==> src/rtl/row_stage_sequencer_if.sv <==
// Request, stage-engine handshake and status bundle for row_stage_sequencer.
// The sequencer takes the slave view; the frame controller or bench takes the master view.
interface row_stage_sequencer_if #(
    parameter int HEIGHT_W = 9,
    parameter int NSTAGE   = 3
);
    localparam int SW = (NSTAGE > 1) ? $clog2(NSTAGE) : 1;

    logic                req_i;
    logic [HEIGHT_W-1:0] height_i;
    logic                abort_i;
    logic [NSTAGE-1:0]   stage_done_i;

    logic                pos_req_o;
    logic [NSTAGE-1:0]   stage_start_o;
    logic                ack_o;
    logic                err_o;
    logic [SW-1:0]       err_stage_o;
    logic                aborted_o;
    logic                busy_o;
    logic [HEIGHT_W-1:0] row_o;
    logic [SW-1:0]       stage_o;

    modport master (
        output req_i,
        output height_i,
        output abort_i,
        output stage_done_i,
        input  pos_req_o,
        input  stage_start_o,
        input  ack_o,
        input  err_o,
        input  err_stage_o,
        input  aborted_o,
        input  busy_o,
        input  row_o,
        input  stage_o
    );

    modport slave (
        input  req_i,
        input  height_i,
        input  abort_i,
        input  stage_done_i,
        output pos_req_o,
        output stage_start_o,
        output ack_o,
        output err_o,
        output err_stage_o,
        output aborted_o,
        output busy_o,
        output row_o,
        output stage_o
    );
endinterface

==> src/rtl/row_stage_sequencer.sv <==
// Row-loop sequencer: per row, runs NSTAGE engines in order with start/done
// handshakes, a per-stage watchdog and abort; pulses ack_o when the frame ends.
module row_stage_sequencer #(
    parameter int HEIGHT_W = 9,
    parameter int NSTAGE   = 3,
    parameter int TIMEOUT  = 65535,
    parameter int TO_W     = 16
) (
    input  logic clk,
    input  logic rstn,
    row_stage_sequencer_if.slave bus
);
    localparam int SW = (NSTAGE > 1) ? $clog2(NSTAGE) : 1;
    localparam logic [SW-1:0]   LAST_STAGE = SW'(NSTAGE - 1);
    localparam bit              WD_EN      = (TIMEOUT > 0);
    localparam logic [TO_W-1:0] WD_LAST    = TO_W'((TIMEOUT > 0) ? TIMEOUT - 1 : 0);

    typedef enum logic [1:0] {
        S_IDLE,
        S_ROW,
        S_WAIT,
        S_DONE
    } state_t;

    state_t              r_state;
    logic                r_req1;
    logic                r_req2;
    logic [HEIGHT_W-1:0] r_hgt;
    logic [HEIGHT_W-1:0] r_row;
    logic [SW-1:0]       r_stage;
    logic [SW-1:0]       r_err_stage;
    logic [NSTAGE-1:0]   r_start;
    logic                r_ack;
    logic                r_err;
    logic                r_aborted;
    logic                r_busy;
    logic [TO_W-1:0]     r_wd;

    logic                w_pos;
    logic [NSTAGE-1:0]   w_sel;
    logic                w_done;
    logic                w_last;
    logic                w_wd_hit;

    always_ff @(posedge clk or negedge rstn) begin
        if (!rstn) begin
            r_req1 <= 1'b0;
            r_req2 <= 1'b0;
        end else begin
            r_req1 <= bus.req_i;
            r_req2 <= r_req1;
        end
    end

    assign w_pos    = r_req1 & ~r_req2;
    assign w_sel    = NSTAGE'(1) << r_stage;
    assign w_done   = |(bus.stage_done_i & w_sel);
    assign w_last   = (r_stage == LAST_STAGE);
    assign w_wd_hit = WD_EN && (r_wd == WD_LAST);

    // Abort outranks done, done outranks the watchdog.
    always_ff @(posedge clk or negedge rstn) begin
        if (!rstn) begin
            r_state     <= S_IDLE;
            r_hgt       <= '0;
            r_row       <= '0;
            r_stage     <= '0;
            r_err_stage <= '0;
            r_start     <= '0;
            r_ack       <= 1'b0;
            r_err       <= 1'b0;
            r_aborted   <= 1'b0;
            r_busy      <= 1'b0;
            r_wd        <= '0;
        end else begin
            r_start <= '0;
            r_ack   <= 1'b0;
            if (r_state != S_IDLE && bus.abort_i) begin
                r_state   <= S_IDLE;
                r_busy    <= 1'b0;
                r_aborted <= 1'b1;
            end else begin
                unique case (r_state)
                    S_IDLE: begin
                        if (w_pos) begin
                            r_hgt     <= bus.height_i;
                            r_row     <= '0;
                            r_stage   <= '0;
                            r_err     <= 1'b0;
                            r_aborted <= 1'b0;
                            r_busy    <= 1'b1;
                            r_state   <= S_ROW;
                        end
                    end
                    S_ROW: begin
                        if (r_row == r_hgt) begin
                            r_ack   <= 1'b1;
                            r_state <= S_DONE;
                        end else begin
                            r_stage <= '0;
                            r_start <= NSTAGE'(1);
                            r_wd    <= '0;
                            r_state <= S_WAIT;
                        end
                    end
                    S_WAIT: begin
                        if (w_done) begin
                            if (w_last) begin
                                r_row   <= r_row + HEIGHT_W'(1);
                                r_state <= S_ROW;
                            end else begin
                                r_stage <= r_stage + SW'(1);
                                r_start <= w_sel << 1;
                                r_wd    <= '0;
                            end
                        end else if (w_wd_hit) begin
                            r_err       <= 1'b1;
                            r_err_stage <= r_stage;
                            r_busy      <= 1'b0;
                            r_state     <= S_IDLE;
                        end else begin
                            r_wd <= r_wd + TO_W'(1);
                        end
                    end
                    S_DONE: begin
                        r_busy  <= 1'b0;
                        r_state <= S_IDLE;
                    end
                    default: begin
                        r_busy  <= 1'b0;
                        r_state <= S_IDLE;
                    end
                endcase
            end
        end
    end

    assign bus.pos_req_o     = w_pos;
    assign bus.stage_start_o = r_start;
    assign bus.ack_o         = r_ack;
    assign bus.err_o         = r_err;
    assign bus.err_stage_o   = r_err_stage;
    assign bus.aborted_o     = r_aborted;
    assign bus.busy_o        = r_busy;
    assign bus.row_o         = r_row;
    assign bus.stage_o       = r_stage;
endmodule
==> src/flat_wrapper.sv <==
// flat-port wrapper written by rule: the top's interface ports become plain ports
module row_stage_sequencer_flat 
#(
    parameter int HEIGHT_W = 9,
    parameter int NSTAGE   = 3,
    parameter int TIMEOUT  = 65535,
    parameter int TO_W     = 16
)
  (clk, rstn, bus_req_i, bus_height_i, bus_abort_i, bus_stage_done_i, bus_pos_req_o, bus_stage_start_o, bus_ack_o, bus_err_o, bus_err_stage_o, bus_aborted_o, bus_busy_o, bus_row_o, bus_stage_o);
  row_stage_sequencer_if #(.HEIGHT_W(HEIGHT_W), .NSTAGE(NSTAGE)) bus_i ();
  input  logic clk;
  input  logic rstn;
  input wire logic [$bits(bus_i.req_i)-1:0] bus_req_i;
  input wire logic [$bits(bus_i.height_i)-1:0] bus_height_i;
  input wire logic [$bits(bus_i.abort_i)-1:0] bus_abort_i;
  input wire logic [$bits(bus_i.stage_done_i)-1:0] bus_stage_done_i;
  output wire logic [$bits(bus_i.pos_req_o)-1:0] bus_pos_req_o;
  output wire logic [$bits(bus_i.stage_start_o)-1:0] bus_stage_start_o;
  output wire logic [$bits(bus_i.ack_o)-1:0] bus_ack_o;
  output wire logic [$bits(bus_i.err_o)-1:0] bus_err_o;
  output wire logic [$bits(bus_i.err_stage_o)-1:0] bus_err_stage_o;
  output wire logic [$bits(bus_i.aborted_o)-1:0] bus_aborted_o;
  output wire logic [$bits(bus_i.busy_o)-1:0] bus_busy_o;
  output wire logic [$bits(bus_i.row_o)-1:0] bus_row_o;
  output wire logic [$bits(bus_i.stage_o)-1:0] bus_stage_o;
  assign bus_i.req_i = bus_req_i;
  assign bus_i.height_i = bus_height_i;
  assign bus_i.abort_i = bus_abort_i;
  assign bus_i.stage_done_i = bus_stage_done_i;
  assign bus_pos_req_o = bus_i.pos_req_o;
  assign bus_stage_start_o = bus_i.stage_start_o;
  assign bus_ack_o = bus_i.ack_o;
  assign bus_err_o = bus_i.err_o;
  assign bus_err_stage_o = bus_i.err_stage_o;
  assign bus_aborted_o = bus_i.aborted_o;
  assign bus_busy_o = bus_i.busy_o;
  assign bus_row_o = bus_i.row_o;
  assign bus_stage_o = bus_i.stage_o;
  row_stage_sequencer #(.HEIGHT_W(HEIGHT_W), .NSTAGE(NSTAGE), .TIMEOUT(TIMEOUT), .TO_W(TO_W)) u_core (.clk(clk), .rstn(rstn), .bus(bus_i));
endmodule
==> config.mk <==
export PLATFORM = sky130hd
export DESIGN_NAME = row_stage_sequencer_flat
export DESIGN_NICKNAME = d
export VERILOG_FILES = /design/src/rtl/row_stage_sequencer_if.sv /design/src/rtl/row_stage_sequencer.sv /design/src/flat_wrapper.sv
export SDC_FILE = /design/constraint.sdc
export NUM_CORES = 1
export LEC_CHECK = 0
export ABC_CLOCK_PERIOD_IN_PS = 3300
export CAP_MARGIN = 30
export CORE_MARGIN = 2
export CORE_UTILIZATION = 55
export DETAILED_ROUTE_END_ITERATION = 6
export GPL_ROUTABILITY_DRIVEN = 0
export HOLD_SLACK_MARGIN = 0.08
export PLACE_DENSITY = 0.86
export SYNTH_ARGS = -nofsm -noshare
export SYNTH_HDL_FRONTEND = slang
export SYNTH_SLANG_ARGS = --single-unit
export TNS_END_PERCENT = 1
==> constraint.sdc <==
create_clock -name clk -period 3.3 [get_ports clk]
set_clock_uncertainty 0.1 [all_clocks]
set_input_delay 0.99 -clock clk [delete_from_list [all_inputs] [get_ports clk]]
set_output_delay 0.99 -clock clk [all_outputs]
set_load 0.01 [all_outputs]
==> metrics.md, run 1 <==
| Metric | Value |
|---|---|
| Net count after synthesis | 290 |
| Async SR Flop Fraction | 100% |
| I/O pins | 37 |
| Status | complete, no violations |
| CTS tree | done |
| Yosys reg bits | 49 |
| DRC Markers | 0 |
| Vias in the first global route | 2131 |
| Initial antenna violation count | 0 |
| DIE WIDTH | around 74 um |
| Reg2reg end | u_core.r_wd[15]$_DFFE_PN0P_ |
| Wire length per cell | roughly 16 um |
| Pwr Density | 578 nW/um^2 |
| Clk Tree Root Cell | clkbuf_8 |
| Die Height | around 74 um |
| Std-Cell Rows | 25 |
| TNS Setup | 0 ns |
| Worst Setup Path Type | in -> reg |
| Filler Cell Count | about 350 |
| RSZ-0062 raised after global routing | false |
| CP Max Fanout | 14 |
| Crit path arrival time | roughly 3.0 ns |
| Area delta synth->final | 19.4% |
| Final wirelength | ~5.7 mm |
| Starting DRT DRC Count | between 150 and 200 |
| Final setup vio count | 0 |
| Number of synthesized flops with an enable pin | 0 |
| Sequential share of the synthesized area | 46.1% |
| Final Cycle Share | 85.9% |
| Commonest non-fill, non-tap cell in the layout | dfrtp_1 |
| Maximum VDD drop | 314 uV |
| Crit path capture | u_core.r_wd[15]$_DFFE_PN0P_ |
| Max H-tree Level | 2 |
| Most frequent cells in the layout | 49 x dfrtp_1, 35 x clkdlybuf4s50_1, 25 x nand2_1 |
| Total GRT Usage | a little under a quarter |
| Layout cells sized above 1 | between 10% and 20% |
| Area after DPL | between 3000 and 4000 sq um |
| Initial core utilization | a little under three fifths |
| Slew margin rel. | between 40% and 50% |
| Hold_buf cts | 0 |
| Largest net degree at the start of global routing | 34 |
| Initial DRT Pass Iterations | 5 |
| Detailed Place HPWL | 4.28 mm |
| Startpoint type of the worst setup path | input port |
| Hold violation total from the final report | 0 |
| Total CTS buffers | 5 |
| Vias per cell | 6.09 |
| Synth Area per Inst | between 10 and 15 sq um |
| Total number of vias | about 2200 |
| CTS resizes | 0 |
| Tmin final | ~2.8 ns |
| Most common flop cell mapped by yosys | dfrtp_1 |
| Die area | around 5400 sq um |
| Final instance area | roughly 3200 sq um |
| Non-Filler Instances | between 300 and 400 |
| HP Class | reg -> reg |
| N_diodes | 0 |
| Max Cap Violations | 0 |
| Post-synth design cell area | 2660 sq um |
| Post-CTS setup buffer count | 0 |
| Final hold slack | 0.283 ns |
| First-pass GRT wire length | about 9.8 mm |
| Worst-Margin Slew | 0.809 ns |
| F_max | between 300 and 400 MHz |
| Synth cell types | 46 |
| Reg-to-Reg Start | u_core.bus.stage_o[1]$_DFFE_PN0P_ |
| CP required | between 3 and 4 ns |
| Grt total ovfl | 0 |
| Setup crit end kind | register |
| # nets final | 332 |
| CORE AREA | around 4700 sq um |
| Reg clk slew, reported paths | 0.09 ns |
| Syn Inst Count | 263 |
| TritonCTS Sinks | 49 |
| FF-to-FF path depth | 9 |
| Clock Tree Buf Depth | 2 |
| Synth warnings | 0 |
| Port bufs | 36 |
| Static Leak | 1.34 nW |
| R2R setup slack | around 0.88 ns |
| Clk Latency, worst-skew pair | about 0.31 ns |
| Fin. max-slew vios | 0 |
| Worst setup path startpoint | bus_stage_done_i[0] |
| Detail Route Antenna Nets | 0 |
| Inst Count DP | around 350 |
where the power goes:
part           leakage (nW)  internal (mW)  switching (mW)
clock                0.0456          0.151           0.206
sequential            0.648          0.701          0.0713
combinational         0.649          0.325           0.381
Yosys cell counts (all sizes together), types with 3 or more instances:
master	count	area (sq um)
and3	7	43.8
nor3	7	35.0
nor2	19	71.3
clkbuf	4	15.0
ha	11	138
o21ai	16	80.1
inv	10	37.5
nand2b	4	25.0
a31oi	18	113
buf	3	23.8
o21a	3	22.5
xnor2	15	131
and2	5	32.5
mux2	15	169
a21oi	5	25.0
nand4	4	25.0
nand3	11	55.1
nor4	5	37.5
a221o	3	31.3
dfrtp	49	1230
nand2	26	100
state kept, by name (all words and copies together), names as in the netlist:
signal and flops:
u_core.r_wd 16, u_core.bus.row_o 9, u_core.r_hgt 9, u_core.bus.stage_start_o 3, u_core.bus.err_stage_o 2, u_core.bus.stage_o 2
u_core.r_state 2, u_core.bus.aborted_o 1, u_core.bus.ack_o 1, u_core.bus.busy_o 1, u_core.bus.err_o 1, u_core.r_req1 1
u_core.r_req2 1
worst min path at each step:
stage                       startpoint  depth (start not counted)                      end  slack [ns]
4_1_cts        u_core.r_req1$_DFF_PN0_                          0  u_core.r_req2$_DFF_PN0_        0.28
2_1_floorplan  u_core.r_req1$_DFF_PN0_                          0  u_core.r_req2$_DFF_PN0_        0.25
3_5_place_dp   u_core.r_req1$_DFF_PN0_                          0  u_core.r_req2$_DFF_PN0_        0.26
5_1_grt        u_core.r_req1$_DFF_PN0_                          0  u_core.r_req2$_DFF_PN0_        0.30
6_report       u_core.r_req1$_DFF_PN0_                          0  u_core.r_req2$_DFF_PN0_        0.28
3_3_place_gp   u_core.r_req1$_DFF_PN0_                          0  u_core.r_req2$_DFF_PN0_        0.26
layout make-up:
type | count | area, sq um | area share, %
Multi-Input combinational cell | 197 | 1360 | 42.8
Sequential cell | 49 | 1230 | 38.6
Timing Repair Buffer | 42 | 400 | 12.6
Clock buffer | 6 | 72.6 | 2.29
Tap cell | 54 | 67.6 | 2.13
Inverter | 10 | 37.5 | 1.18
Clock inverter | 2 | 13.8 | 0.433
through the flow:
step                setup WS (ns)  power, mW  utilization [%]
global placement            0.221       1.46             65.8
floorplan                   0.667       1.26                -
detailed placement          0.176       1.49             65.8
finish                      0.464       1.84             67.7
CTS                         0.476       1.84             67.7
global route                0.351       1.96             67.7
worst max-delay path, stage by stage:
cell             delay, ns
clkdlybuf4s50_1       0.43
a222oi_1              0.35
buf_4                 0.19
nand2_2               0.14
a311oi_4              0.30
buf_4                 0.25
a41oi_1               0.14
a31oi_1               0.17
logic make-up after synthesis:
kind of cell | after synthesis | synth area share (%)
DFF | 49 | 46.1
AOI/OAI and AO/OA | 57 | 15.1
buffers and inverters | 17 | 2.87
and+or+nand+nor | 97 | 18.8
muxes | 17 | 7.10
xor gates and xnor gates | 15 | 4.94
adders and majority gates | 11 | 5.17
layer usage:
layer	GRT usage [%]	part of all wire, %	up-vias
met2	40.1	50	72
met3	3.84	4.1	10
met4	10.1	2.0	0
met1	29.2	44	1067
li1	-	-	1044
met5	0	0	-
Power figures use the tool's default switching activity.
==> run 2: changes to the inputs <==
- RECOVER_POWER: default -> 100
- SLEW_MARGIN: default -> 20
==> run 2 against run 1 <==
- register-to-register slack got worse by 0.15 ns
- sequential share of layout area increased by 0.23 points
- final area decreased by 0.59%
- power decreased by 1.5%
- utilization decreased by 0.40 points
- via count increased by 0.36%
- maximum frequency decreased by 4.8%
- clock power about the same
- highest routed layer unchanged
- critical path depth unchanged
- sequential power about the same
- routed wire length decreased by 0.56%
==> metrics.md, run 2 (synthesized netlist as in run 1, its figures left out) <==
| Metric | Value |
|---|---|
| CTS resizes | 0 |
| Largest register FFs | 16 |
| CP Cell Sequence | clkdlybuf4s50_1 -> a222oi_1 -> clkbuf_1 -> nand2_1 -> a311oi_4 -> buf_4 -> a41oi_1 -> a31oi_1 |
| Largest net degree at the start of global routing | 34 |
| Tmin final | about 3 ns |
| DIE WIDTH | 73.5 um |
| Max Cap Violations | 0 |
| TritonCTS Sinks | between 40 and 50 |
| I/O pins | 37 |
| Filler Cell Count | 356 |
| Worst Setup Path Type | in -> reg |
| Die area | about 5400 sq um |
| Detailed Place HPWL | roughly 4.3 mm |
| Pwr Density | about 570 nW/um^2 |
| CORE AREA | about 4700 sq um |
| Clk Latency, worst-skew pair | roughly 0.31 ns |
| Clk Tree Root Cell | clkbuf_8 |
| Critical path buffers and inverters | 3 |
| Final Cycle Share | around 90% |
| CP max-delay cell | clkdlybuf4s50_1 |
| Port bufs | 36 |
| N_diodes | 0 |
| Wire length on met1 | approximately 2.5 mm |
| Routed length on met2 | 2.85 mm |
| Most frequent cells in the layout | 49 x dfrtp_1, 26 x nand2_1, 23 x dlygate4sd3_1 |
| Max H-tree Level | 2 |
| Status | complete, no violations |
| Final instance area | 3160 sq um |
| Starting DRT DRC Count | between 150 and 200 |
| TNS Setup | 0 ns |
| Initial antenna violation count | 0 |
| Clock Tree Buf Depth | 2 |
| Detail Route Antenna Nets | 0 |
| Startpoint type of the worst setup path | input port |
| Setup crit end kind | register |
| Commonest non-fill, non-tap cell in the layout | dfrtp_1 |
| CTS tree | done |
| # nets final | 332 |
| Static Leak | 1.39 nW |
| Total number of vias | between 2000 and 2500 |
| Area after DPL | 3090 sq um |
| CP max stage delay | 0.43 ns |
| WL met3 | 269 um |
| Vias per cell | roughly 6.1 |
| Slew margin rel. | between 40% and 50% |
| Initial core utilization | between 50% and 60% |
| Crit path arrival time | about 3.1 ns |
| Grt total ovfl | 0 |
| First-pass GRT wire length | 9.85 mm |
| Reg clk slew, reported paths | approximately 0.09 ns |
| Layout cells sized above 1 | roughly 11% |
| RSZ-0062 raised after global routing | false |
| PnR Total Power | about 1.8 mW |
| Fin. max-slew vios | 0 |
| HP Class | reg -> reg |
| Non-Filler Instances | 360 |
| Final wirelength | around 5.7 mm |
| CP required | 3.43 ns |
| Wire length per cell | between 15 and 20 um |
| Largest Register | u_core.r_wd |
| Total CTS buffers | 5 |
| Hold violation total from the final report | 0 |
| Initial DRT Pass Iterations | 4 |
| Final setup vio count | 0 |
| Crit path max-delay family | compound AO/OA/AOI/OAI gates |
| CP Max Fanout | 14 |
| Total GRT Usage | a little under a quarter |
| Area delta synth->final | 18.7% |
| Die Height | 73.5 um |
| Vias in the first global route | about 2100 |
| Maximum VDD drop | 312 uV |
| Post-CTS setup buffer count | 0 |
| DRC Markers | 0 |
| Inst Count DP | around 350 |
| Max layer used | met4 |
| Hold_buf cts | 0 |
| Std-Cell Rows | 25 |
| F_max | between 300 and 400 MHz |
| Worst-Margin Slew | between 0.8 and 0.9 ns |
run 2: cell types whose count changed in the layout (fill, tap and decap cells not counted), sizes merged:
cell / change
clkdlybuf4s50: -23
dlygate4sd3: +23
buf: -4
clkbuf: +4
run 2: report_power, final:
group / leakage (nW) / switching, mW / internal (mW)
registers: 0.648 / 0.0703 / 0.701
clock network: 0.0456 / 0.206 / 0.151
logic: 0.699 / 0.376 / 0.302
run 2: metrics by stage:
stage | hold WS (ns) | util [%] | setup WS [ns]
4_1_cts | 0.284 | 67.7 | 0.476
3_5_place_dp | 0.264 | 65.8 | 0.176
5_1_grt | 0.300 | 67.3 | 0.184
2_1_floorplan | 0.255 | - | 0.667
6_report | 0.283 | 67.3 | 0.319
3_3_place_gp | 0.259 | 65.8 | 0.221
run 2: path summary, 6_finish.rpt:
| path | startpoint | endpoint | depth (start not counted) | slack [ns] |
|---|---|---|---|---|
| max | bus_stage_done_i[0] | u_core.r_wd[15]$_DFFE_PN0P_ | 8 | 0.32 |
| min | u_core.r_req1$_DFF_PN0_ | u_core.r_req2$_DFF_PN0_ | 0 | 0.28 |
| max reg2reg | u_core.bus.stage_o[1]$_DFFE_PN0P_ | u_core.r_wd[15]$_DFFE_PN0P_ | 9 | 0.73 |
| min reg2reg | u_core.r_req1$_DFF_PN0_ | u_core.r_req2$_DFF_PN0_ | 0 | 0.28 |
| max in group asynchronous | rstn | u_core.r_hgt[5]$_DFFE_PN0P_ | 2 | 1.16 |
| min in group asynchronous | rstn | u_core.bus.stage_start_o[2]$_DFF_PN0_ | 1 | 0.67 |
run 2: area by class of cell:
type                    count  area [sq um]  share of cell area (%)
repair buffers             42           389                    12.3
well taps                  54          67.6                    2.14
inverters                  10          37.5                    1.19
multi-input cells         197          1350                    42.8
clock buffers               6          72.6                    2.30
clock inverters             2          13.8                   0.436
flip-flops and latches     49          1230                    38.8
run 2: layer usage:
layer,track usage [%],vias to the layer above
li1,-,1041
met1,29.2,1071
met2,40.1,76
met3,3.84,13
met4,10.1,0
met5,0,-
run 2: worst reg2reg max path: stages, from the launching register on:
cell and delay [ns]:
dfrtp_1 0.42, inv_1 0.09, ha_1 0.21, a222oi_1 0.31, clkbuf_1 0.21, nand2_1 0.25, a311oi_4 0.33, buf_4 0.24
a41oi_1 0.14, a31oi_1 0.17
==> run 3: changes to the inputs <==
- PLACE_DENSITY: 0.86 -> 0.85
- SKIP_CTS_REPAIR_TIMING: default -> 1
==> run 3 against run 2 <==
- die area is the same
- highest routed layer unchanged
- critical path depth unchanged
- largest power group unchanged
- setup slack gained 0.022 ns
- critical path type unchanged
==> metrics.md, run 3 (synthesized netlist as in run 1, its figures left out) <==
| Metric | Value |
|---|---|
| Initial antenna violation count | 0 |
| Detailed Place HPWL | roughly 4.3 mm |
| Most frequent cells in the layout | 49 x dfrtp_1, 26 x nand2_1, 23 x dlygate4sd3_1 |
| Non-Filler Instances | roughly 360 |
| CP required | 3.42 ns |
| Detail Route Antenna Nets | 0 |
| DIE WIDTH | roughly 74 um |
| TNS Setup | 0 ns |
| Sequential cell area | approximately 1200 sq um |
| F_max | around 340 MHz |
| Startpoint type of the worst setup path | input port |
| Static Leak | about 1.4 nW |
| Die area | 5410 sq um |
| Hold violation total from the final report | 0 |
| Final Cycle Share | 89.7% |
| Commonest non-fill, non-tap cell in the layout | dfrtp_1 |
| Max H-tree Level | 2 |
| Area delta synth->final | 19.7% |
| Final Util | ~68% |
| Port bufs | 36 |
| Vias in the first global route | around 2100 |
| First-pass GRT wire length | roughly 10 mm |
| Largest Register | u_core.r_wd |
| Slew margin rel. | around 36% |
| # nets final | between 300 and 400 |
| Setup crit end kind | register |
| Clk Tree Root Cell | clkbuf_8 |
| Worst-Margin Slew | 0.964 ns |
| Total CTS buffers | 5 |
| Maximum VDD drop | between 200 and 300 uV |
| Clk Latency, worst-skew pair | ~0.3 ns |
| Filler Cell Count | approximately 360 |
| Final wirelength | between 5 and 6 mm |
| CTS tree | done |
| Grt total ovfl | 0 |
| Vias per cell | ~6 |
| Status | complete, no violations |
| Starting DRT DRC Count | between 100 and 150 |
| Total number of vias | 2190 |
| Largest register FFs | 16 |
| I/O pins | 37 |
| Total GRT Usage | a little under a quarter |
| Fin. max-slew vios | 0 |
| CP Max Fanout | 14 |
| Layout cells sized above 1 | around a tenth |
| Reg clk slew, reported paths | roughly 0.09 ns |
| Tmin final | ~3.0 ns |
| Max Cap Violations | 0 |
| Multi-input gate area | 1350 sq um |
| Inst Count DP | between 300 and 400 |
| Final setup vio count | 0 |
| N_diodes | 0 |
| DRC Markers | 0 |
| Initial DRT Pass Iterations | 5 |
| CORE AREA | around 4700 sq um |
| Die Height | ~74 um |
| HP Class | reg -> reg |
| Worst Setup Path Type | in -> reg |
| Wire length per cell | approximately 16 um |
| Std-Cell Rows | 25 |
| Pwr Density | just under 600 nW/um^2 |
| TritonCTS Sinks | 49 |
| Clock Tree Buf Depth | 2 |
| Crit path arrival time | between 3 and 4 ns |
| RSZ-0062 raised after global routing | false |
| Largest net degree at the start of global routing | 19 |
| Initial core utilization | between 50% and 60% |
-- run 3: per-layer routing --
metal | vias up | wire, um | GRT usage, %
li1 | 1043 | - | -
met1 | 1052 | 2550 | 31.2
met2 | 82 | 2890 | 37.8
met3 | 13 | 325 | 5.62
met4 | 0 | 117 | 8.69
met5 | - | 0 | 0
-- run 3: layout make-up --
| type | instances | area share, % |
|---|---|---|
| clock buffers | 6 | 2.28 |
| clock inverters | 2 | 1.22 |
| inverters | 10 | 1.18 |
| multi-input cells | 197 | 42.4 |
| flip-flops and latches | 49 | 38.5 |
| well taps | 54 | 2.12 |
| repair buffers | 43 | 12.3 |
-- run 3: critical path: stages --
cell,delay (ns)
clkdlybuf4s50_1,0.42
a222oi_1,0.33
clkbuf_1,0.21
nand2_1,0.24
a311oi_4,0.32
buf_4,0.23
a41oi_1,0.13
a31oi_1,0.21
-- run 3: final timing paths --
| check | start | end | slack [ns] | depth (start not counted) |
|---|---|---|---|---|
| max in group asynchronous | rstn | u_core.r_wd[13]$_DFFE_PN0P_ | 1.12 | 2 |
| setup reg to reg | u_core.bus.stage_o[0]$_DFFE_PN0P_ | u_core.r_wd[15]$_DFFE_PN0P_ | 0.74 | 9 |
| setup / recovery | bus_stage_done_i[0] | u_core.r_wd[15]$_DFFE_PN0P_ | 0.34 | 8 |
| hold reg to reg | u_core.r_req1$_DFF_PN0_ | u_core.r_req2$_DFF_PN0_ | 0.32 | 0 |
| hold / removal | u_core.r_req1$_DFF_PN0_ | u_core.r_req2$_DFF_PN0_ | 0.32 | 0 |
| min in group asynchronous | rstn | u_core.bus.err_o$_DFFE_PN0P_ | 0.65 | 1 |
-- run 3: power by group --
group | switching (mW) | internal (mW) | leakage, nW
clock network | 0.202 | 0.228 | 0.0554
registers | 0.0751 | 0.701 | 0.648
logic | 0.384 | 0.300 | 0.698
total | 0.661 | 1.23 | 1.40
-- run 3: metrics by stage --
stage	area (sq um)	hold WS (ns)	setup WS [ns]	total power, mW
after floorplan	2660	0.255	0.667	1.26
after global placement	3100	0.264	0.228	1.46
after detailed placement	3100	0.289	0.196	1.50
after CTS	3210	0.307	0.504	1.93
after global routing	3180	0.313	0.193	2.01
final	3180	0.319	0.341	1.89
